$ cat config.mk
export PLATFORM = sky130hd
export DESIGN_NAME = bus_arbiter
export DESIGN_NICKNAME = d
export VERILOG_FILES = /design/src/rtl/bus_arbiter.sv
export SDC_FILE = /design/constraint.sdc
export NUM_CORES = 1
export LEC_CHECK = 0
export CELL_PAD_IN_SITES_DETAIL_PLACEMENT = 1
export CELL_PAD_IN_SITES_GLOBAL_PLACEMENT = 2
export CORE_MARGIN = 1.5
export CORE_UTILIZATION = 26
export CTS_CLUSTER_DIAMETER = 80
export DETAILED_ROUTE_END_ITERATION = 16
export PLACE_DENSITY_LB_ADDON = 0.25
export SLEW_MARGIN = 10
export SYNTH_ARGS = -nofsm -noshare
export SYNTH_HDL_FRONTEND = slang
export SYNTH_SLANG_ARGS = --single-unit
$ cat constraint.sdc
create_clock -name clk -period 2.95 [get_ports clk]
set_input_delay 0.885 -clock clk [delete_from_list [all_inputs] [get_ports clk]]
set_output_delay 0.885 -clock clk [all_outputs]
set_load 0.02 [all_outputs]
$ cat src/rtl/bus_arbiter.sv
// Four-requester round-robin bus arbiter with bounded hold time.
// A grant lasts until the owner releases its request, or until the owner has
// held the bus for MAX_HOLD cycles while someone else is waiting. Every grant
// is followed by a one-cycle GAP with the bus idle before the next grant.
module bus_arbiter #(
  parameter int BUS_WIDTH = 8,
  parameter int MAX_HOLD  = 4
) (
  input  logic                 clk,
  input  logic                 rst,
  input  logic [3:0]           req,
  input  logic [BUS_WIDTH-1:0] data_in0,
  input  logic [BUS_WIDTH-1:0] data_in1,
  input  logic [BUS_WIDTH-1:0] data_in2,
  input  logic [BUS_WIDTH-1:0] data_in3,
  output logic [3:0]           gnt,
  output logic [1:0]           sel,
  output logic                 bus_valid,
  output logic [BUS_WIDTH-1:0] data_out
);

  localparam logic [1:0] S_IDLE  = 2'd0;
  localparam logic [1:0] S_GRANT = 2'd1;
  localparam logic [1:0] S_GAP   = 2'd2;

  // Counter value at which the owner may be preempted; the counter stops here.
  localparam logic [7:0] HOLD_LAST = 8'(MAX_HOLD - 1);

  logic [1:0] state_q, state_d;
  logic [1:0] owner_q, owner_d;
  logic [1:0] ptr_q,   ptr_d;
  logic [7:0] cnt_q,   cnt_d;
  logic [3:0] gnt_q,   gnt_d;
  logic [1:0] sel_q,   sel_d;
  logic       vld_q,   vld_d;
  logic       others_waiting;

  // Round-robin pick: first set bit of r starting at index p, wrapping 3->0.
  // Offsets are scanned from farthest to nearest so the nearest one wins.
  function automatic logic [1:0] rr_pick(input logic [3:0] r, input logic [1:0] p);
    logic [1:0] idx;
    logic [1:0] pick;
    pick = p;
    for (int k = 3; k >= 0; k--) begin
      idx = p + 2'(k);
      if (r[idx]) pick = idx;
    end
    return pick;
  endfunction

  function automatic logic [3:0] onehot(input logic [1:0] idx);
    return 4'b0001 << idx;
  endfunction

  // Next-state logic for the arbitration FSM, pointer and hold counter.
  always_comb begin
    state_d        = state_q;
    owner_d        = owner_q;
    ptr_d          = ptr_q;
    cnt_d          = cnt_q;
    others_waiting = |(req & ~onehot(owner_q));
    case (state_q)
      S_IDLE: begin
        if (|req) begin
          state_d = S_GRANT;
          owner_d = rr_pick(req, ptr_q);
          cnt_d   = 8'd0;
        end
      end
      S_GRANT: begin
        // Release, or preemption once the hold budget is used up; when
        // preempting, the owner's own request no longer matters.
        if (!req[owner_q] || ((cnt_q == HOLD_LAST) && others_waiting)) begin
          state_d = S_GAP;
          ptr_d   = owner_q + 2'd1;
          cnt_d   = 8'd0;
        end else if (cnt_q != HOLD_LAST) begin
          cnt_d = cnt_q + 8'd1;
        end
      end
      S_GAP: begin
        // ptr_q already points past the previous owner here.
        if (|req) begin
          state_d = S_GRANT;
          owner_d = rr_pick(req, ptr_q);
          cnt_d   = 8'd0;
        end else begin
          state_d = S_IDLE;
        end
      end
      default: begin
        state_d = S_IDLE;
        cnt_d   = 8'd0;
      end
    endcase
  end

  // Grant outputs are registered, derived from the state being entered.
  always_comb begin
    vld_d = (state_d == S_GRANT);
    gnt_d = vld_d ? onehot(owner_d) : 4'b0000;
    sel_d = vld_d ? owner_d : 2'd0;
  end

  // State and output registers; reset wins over every transition.
  always_ff @(posedge clk) begin
    if (rst) begin
      state_q <= S_IDLE;
      owner_q <= 2'd0;
      ptr_q   <= 2'd0;
      cnt_q   <= 8'd0;
      gnt_q   <= 4'b0000;
      sel_q   <= 2'd0;
      vld_q   <= 1'b0;
    end else begin
      state_q <= state_d;
      owner_q <= owner_d;
      ptr_q   <= ptr_d;
      cnt_q   <= cnt_d;
      gnt_q   <= gnt_d;
      sel_q   <= sel_d;
      vld_q   <= vld_d;
    end
  end

  assign gnt       = gnt_q;
  assign sel       = sel_q;
  assign bus_valid = vld_q;

  // Combinational data mux; the bus reads zero whenever nobody owns it.
  always_comb begin
    data_out = '0;
    if (vld_q) begin
      case (sel_q)
        2'd0:    data_out = data_in0;
        2'd1:    data_out = data_in1;
        2'd2:    data_out = data_in2;
        default: data_out = data_in3;
      endcase
    end
  end

endmodule

==> results of run 1 <==
layout by cell type, fill, tap and decap left out, drive strengths merged, types with 6 or more instances in the layout:
| master | synthesis | routed |
|---|---|---|
| inv | 8 | 8 |
| dlymetal6s2s | 0 | 8 |
| nand2 | 6 | 6 |
| mux4 | 9 | 9 |
| nand2b | 10 | 10 |
| a21oi | 8 | 8 |
| o21ai | 7 | 7 |
| buf | 1 | 12 |
| nor2 | 12 | 12 |
| nor3 | 7 | 7 |
| clkdlybuf4s50 | 0 | 35 |
| and2 | 8 | 8 |
| dfxtp | 21 | 21 |
Yosys cell counts, types with 2 or more instances:
library cell	n	area, um^2
and3_1	2	12.51
nand2_1	5	18.77
nor2b_1	5	31.28
a21oi_1	7	35.03
o21ai_0	2	10.01
o21ai_1	5	25.02
nor3b_1	2	15.01
dfxtp_1	21	420.4
nand3_1	5	25.02
inv_2	3	11.26
and2_1	8	50.05
inv_1	5	18.77
nand2b_1	10	62.56
nor2_1	12	45.04
a211oi_1	3	22.52
nor3_1	6	30.03
mux4_2	9	202.7
ha_1	5	62.56
clkbuf_1	2	7.510
registers in the layout, summed over array words and instances (netlist names):
signal     cells
sel            2
owner_q        2
ptr_q          2
bus_valid      1
cnt_q          8
state_q        2
gnt            4
cell type report:
cell class | count | area [um^2] | area share (%)
multi-input cells | 106 | 864.6 | 42.71
inverters | 8 | 30.03 | 1.483
clock inverters | 1 | 5.005 | 0.2472
well taps | 67 | 83.83 | 4.141
clock buffers | 3 | 41.29 | 2.040
flip-flops and latches | 21 | 420.4 | 20.77
repair buffers | 56 | 579.3 | 28.62
worst register-to-register path: stages (launching register included):
cell,delay [ns]
dfxtp_1,0.36
inv_1,0.14
ha_1,0.15
nand2b_1,0.11
o2111ai_2,0.26
a21oi_1,0.51
a21oi_1,0.15
o21ai_1,0.14
per-layer routing:
layer  routed length (um)  part of all wire, %  vias up
met5                    0                    0        -
met1                 1601                   41      602
met3                  244                  6.3        6
met2                 2019                   52       29
met4                   38                 0.97        0
li1                     -                    -      616
cell families after synthesis:
family / count (synthesis) / synth area share (%)
simple gates: 63 / 27.87
compound gates: 27 / 15.04
flops: 21 / 32.18
buf+inv: 11 / 3.161
mux: 10 / 16.28
fa+ha+maj: 5 / 4.789
xor+xnor: 1 / 0.6706
repair_timing:
action / in CTS / in global routing
resized for setup: 47 / 18
pin swaps: 0 / 0
setup endpoints to repair: 8 / 8
hold buffers: 0 / 0
endpoints found under the hold margin: 0 / 0
where the power goes:
part / switching [W] / internal [W] / total, W
Sequential: 0.0000196 / 0.000300 / 0.000319
Combinational: 0.000103 / 0.000145 / 0.000248
Clock: 0.0000920 / 0.0000938 / 0.000186
Total: 0.000215 / 0.000538 / 0.000753
through the flow:
step / setup TNS, ns / area (um^2) / worst slack, ns
after detailed placement: -3.148 / 1929 / -0.4085
after CTS: -0.02903 / 1976 / -0.02903
after global routing: -0.04463 / 2024 / -0.03343
final: -0.001523 / 2024 / -0.001523
after global placement: -2.901 / 1929 / -0.3751
after floorplan: 0 / 1306 / 0.4102
how the worst max path moves through the flow:
stage | to | cells after the start
2_1_floorplan | data_out[0] | 3
3_3_place_gp | data_out[1] | 4
3_5_place_dp | data_out[2] | 4
4_1_cts | data_out[3] | 4
5_1_grt | data_out[6] | 4
6_report | data_out[6] | 4
==> impl_results.md, run 1 <==
* Clk_skew at between 0.002 and 0.003 ns
* Worst Hold Class: reg -> reg
* Setup violations, final at 1
* Clock latency on the worst-skew pair at 0.25 ns
* Routability Congestion at approximately 0.75
* Total power at 0.0007534 W
* Leak Pwr at 0.8313 nW
* Clock transition at the registers of the reported paths at ~0.08 ns
* DRT Pass-1 Iters at 4
* Horiz. Die Dim at approximately 74 um
* WHS at ~0.49 ns
* TritonCTS clock tree: yes
* Layout Utilization at a little over two fifths
* R2R Path End: cnt_q[5]
* Crit path max fanout at 1
* Rows at 25
* MaxCap Viol Count at 0
* Sink Count at 21
* Tcrit/Tclk final at 100.1%
* Async set or reset register ratio after synthesis at 0%
* Avg Vias per Cell at ~4.8
* Slew Limit Headroom at between 60% and 70%
* CP required at between 2 and 2.5 ns
* Final hold vios at 0
* Syn Area/Cell at about 9.5 um^2
* Initial cell density of the core at between 20 and 30%
* # diodes at 0
* Vias in the first global route at 1330
* Fill cell count at slightly below 600
* Ys Warns at 0
* Status: finished, violations left
* GR Util met3 at between 3 and 4%
* First-pass GRT wire length at roughly 6400 um
* Depth of the worst register-to-register path at 7
* Met2 Usage GRT at a little over a quarter
* Total grt overflow at 0
* Post-route DRC at 0
* Slew Limit Fails at 0
* Worst Hold Depth at 2
* CP max-delay cell: mux4_2
* # Post-CTS Setup Buffers at 0
* Synthesized instance count at 138
* Tightest Pin Transition at ~0.5 ns
* Critical Path AT at around 2.1 ns
* Ports at 53
* Worst Setup SP: data_in3[6]
* Synth Flop Type: dfxtp_1
* Vias at approximately 1300
* Final min period at about 3.0 ns
* Post-Route WL at 3903 um
* PwrDens at 372.1 nW/um^2
* Syn Std Cell Area at ~1300 um^2
* Share of cells above drive strength 1 at around 23%
* DRT iter0 DRCs at 17
* Post-DP HPWL at around 3200 um
* Drt wl/cell at around 15 um
* CP Class: in -> out
* Cell total after placement at 258
* Clock root cell: clkbuf_8
* Worst path max stage delay at between 0.4 and 0.5 ns
* CTS buffer count at 3
* Seq/Total Area, Yosys at 32.18%
* Pin count of the biggest net entering global routing at 13
* Area Growth Syn to Fin at 54.98%
* Critical Path, Cell by Cell: clkdlybuf4s50_1 -> mux4_2 -> and2_4 -> buf_6
* Most Crowded Layer GR: met2
* Distinct cells, synth at 40
* Worst hold path startpoint: ptr_q[0]
* #FFs+latches synth at 21
* H-Tree Depth at 1
* Top Family by Delay on Critical Path: buffers and inverters
* Final WS setup at -0.001523 ns
* Met1 Usage GRT at a little under a fifth
* Synth Net Count at approximately 180
* Max clock buf depth at 2
* Die Area at approximately 5500 um^2
* Worst r2r src: owner_q[0]
* ANT nets after route at 0
* Worst setup SP type: input port
* Initial antenna violation count at 0
* Port bufs at between 50 and 60
* Max Fclk at 338.8 MHz
* Worst R2R Setup Slack at between 1 and 1.5 ns
* Post-synth EDFFs at 0
* VDD IR max at roughly 0.00018 V
* Critical Path Sink Type: primary output
* Finished Layout Cells at between 200 and 300
* Core ar. at around 4800 um^2
* Failing checks: negative setup slack
* Hold Path End: ptr_q[0]
* Global-route usage over all layers at between 10% and 20%
* Fin nets at around 240
* Die height at between 70 and 80 um
* Bufs and invs on worst path at 2
Power figures use the tool's default switching activity.
==> inputs of run 2 (changes only) <==
--- a/config.mk
+++ b/config.mk
@@ -8,7 +8,7 @@
 export CELL_PAD_IN_SITES_DETAIL_PLACEMENT = 1
 export CELL_PAD_IN_SITES_GLOBAL_PLACEMENT = 2
 export CORE_MARGIN = 1.5
-export CORE_UTILIZATION = 26
+export CORE_UTILIZATION = 22
 export CTS_CLUSTER_DIAMETER = 80
 export DETAILED_ROUTE_END_ITERATION = 16
 export PLACE_DENSITY_LB_ADDON = 0.25
==> constraint.sdc (replaced) <==
create_clock -name clk -period 2.4 [get_ports clk]
set_input_delay 0.72 -clock clk [delete_from_list [all_inputs] [get_ports clk]]
set_output_delay 0.72 -clock clk [all_outputs]
set_load 0.02 [all_outputs]
==> impl_results.md, run 2 (synthesis gave the netlist of run 1 again) <==
* Final WS setup at 0.02340 ns (+0.02492 ns)
* Area Growth Syn to Fin at 63.89%
* DRT Pass-1 Iters at 4 (unchanged)
* Depth of the worst register-to-register path at 5 (-2)
* Critical Path, Cell by Cell: clkdlybuf4s15_1 -> mux4_2 -> and2_4 -> buf_6
* Total grt overflow at 0 (unchanged)
* Rows at 27 (+8.0%)
* Worst r2r src: cnt_q[3]
* Initial cell density of the core at 23.29% (-4.0 points)
* Global-route usage over all layers at 12.54% (-2.6 points)
* Initial antenna violation count at 0 (unchanged)
* Fill cell count at 658 (+14%)
* Slew Limit Fails at 0 (unchanged)
* Critical Path AT at 1.66 ns (-0.41 ns)
* Max clock buf depth at 2 (unchanged)
* R2R Path End: ptr_q[0]
* Post-route DRC at 0 (unchanged)
* Finished Layout Cells at 282 (+7.6%)
* Post-DP HPWL at 3300 um (+3.7%)
* Ports at 53 (unchanged)
* RSZ-0062 raised after global routing: no
* Setup crit end: data_out[3]
* Critical Path Sink Type: primary output
* Final hold vios at 0 (unchanged)
* Horiz. Die Dim at 80.06 um (+8.4%)
* CP Class: in -> out
* Fin nets at 254 (+6.3%)
* TritonCTS clock tree: yes
* Pin count of the biggest net entering global routing at 13 (unchanged)
* Routability Congestion at 0.8387 (+12%)
* Clk_skew at 0.001747 ns (-0.0008180 ns)
* Most common cell after layout, fill and taps aside: clkdlybuf4s15_1
* H-Tree Depth at 1 (unchanged)
* Die Area at 6409 um^2 (+17%)
* MaxCap Viol Count at 0 (unchanged)
* Crit path max fanout at 1 (unchanged)
* Worst Hold Depth at 2 (unchanged)
* Post-place setup slack at -0.6146 ns (-0.2061 ns)
* Post-Route WL at 4047 um (+3.7%)
* Tcrit/Tclk final at 99.03%
* Most frequent cells in the layout: 32 x clkdlybuf4s15_1, 21 x dfxtp_1, 18 x buf_4, 12 x nor2_1, 12 x clkdlybuf4s50_1
* Drt wl/cell at 14.35 um (-3.7%)
* Worst setup SP type: input port
* Die height at 80.06 um (+8.4%)
* Hold_buf cts at 0 (unchanged)
* Leak Pwr at 0.8539 nW (+2.7%)
* Core ar. at 5608 um^2 (+17%)
* Cell total after placement at 278 (+7.8%)
* Port bufs at 52 (unchanged)
* VDD IR max at 0.0001498 V (-15%)
* Worst path max stage delay at 0.47 ns (about the same)
* Biggest register: cnt_q
* Vias in the first global route at 1358 (+2.1%)
* Clock transition at the registers of the reported paths at 0.08 ns (about the same)
* Layout Utilization at 38.17% (-4.1 points)
* Worst Hold Class: reg -> reg
* Tightest Pin Transition at 0.3839 ns (-0.1099 ns)
* Vias at 1280 (+2.2%)
* CP max-delay cell: mux4_2
* Sink Count at 21 (unchanged)
* Number of flip-flops in the largest register at 8 (unchanged)
* Final min period at between 2 and 2.5 ns
* PwrDens at 443.2 nW/um^2 (+19%)
* Slew Limit Headroom at 74.41% (+7.3 points)
* Max Fclk at roughly 420 MHz
* Worst Setup SP: data_in3[3]
* Worst R2R Setup Slack at 0.58 ns (-0.49 ns)
* Setup violations, final at 0 (-1)
* CTS buffer count at 3 (unchanged)
* ANT nets after route at 0 (unchanged)
* Share of cells above drive strength 1 at 28.57% (+6.0 points)
* Avg Vias per Cell at 4.539 (-5.1%)
* DRT iter0 DRCs at 17 (unchanged)
* # diodes at 0 (unchanged)
* Status: finished, final reports clean
* Setup TNS at 0 ns (+0.001523 ns)
* Clock root cell: clkbuf_8
* First-pass GRT wire length at 6361 um (-0.55%)
* CP required at 1.68 ns (-0.39 ns)
* Clock latency on the worst-skew pair at 0.25 ns (about the same)
-- run 2: worst min-delay path by stage --
stage	startpoint	end	slack, ns
floorplan	ptr_q[0]	ptr_q[0]	0.45
global placement	ptr_q[0]	ptr_q[0]	0.47
detailed placement	ptr_q[0]	ptr_q[0]	0.48
CTS	ptr_q[0]	ptr_q[0]	0.50
global route	ptr_q[0]	ptr_q[0]	0.52
finish	ptr_q[0]	ptr_q[0]	0.50
-- run 2: what timing repair did --
| item | CTS | global route |
|---|---|---|
| endpoints found under the setup margin | 8 | 5 |
| resized for setup | 115 | 6 |
| buffers inserted | 0 | 0 |
-- run 2: area by class of cell --
class | instances | area, um^2 | area share, %
Tap cell | 72 | 90.09 | 4.208
Clock inverter | 1 | 5.005 | 0.2338
Inverter | 8 | 30.03 | 1.403
Timing Repair Buffer | 71 | 685.7 | 32.03
Sequential cell | 21 | 420.4 | 19.64
Multi-Input combinational cell | 106 | 868.3 | 40.56
Clock buffer | 3 | 41.29 | 1.929
-- run 2: per-layer routing --
metal	track usage [%]	wire length, um	up-vias
li1	-	-	642
met1	15.66	1770	601
met2	22.27	2001	35
met3	2.386	258	2
met4	2.586	17	0
met5	0	0	-
-- run 2: report_power, final --
part           switching (W)  internal [W]  total, W
Clock               0.000112      0.000115  0.000227
Sequential         0.0000187      0.000369  0.000387
Combinational       0.000140      0.000194  0.000334
-- run 2: per-stage QoR --
stage,power (W),hold slack [ns],cell area [um^2]
6_report,0.0009489,0.4979,2141
4_1_cts,0.0009615,0.4964,2131
5_1_grt,0.001009,0.5199,2141
2_1_floorplan,0.0005465,0.4477,1306
3_3_place_gp,0.0007178,0.4710,2061
3_5_place_dp,0.0007261,0.4846,2061
-- run 2: critical path, delay by kind of cell --
kind | cells | cell delay [ns]
and+or+nand+nor | 1 | 0.18
muxes | 1 | 0.47
buffers and inverters | 2 | 0.29
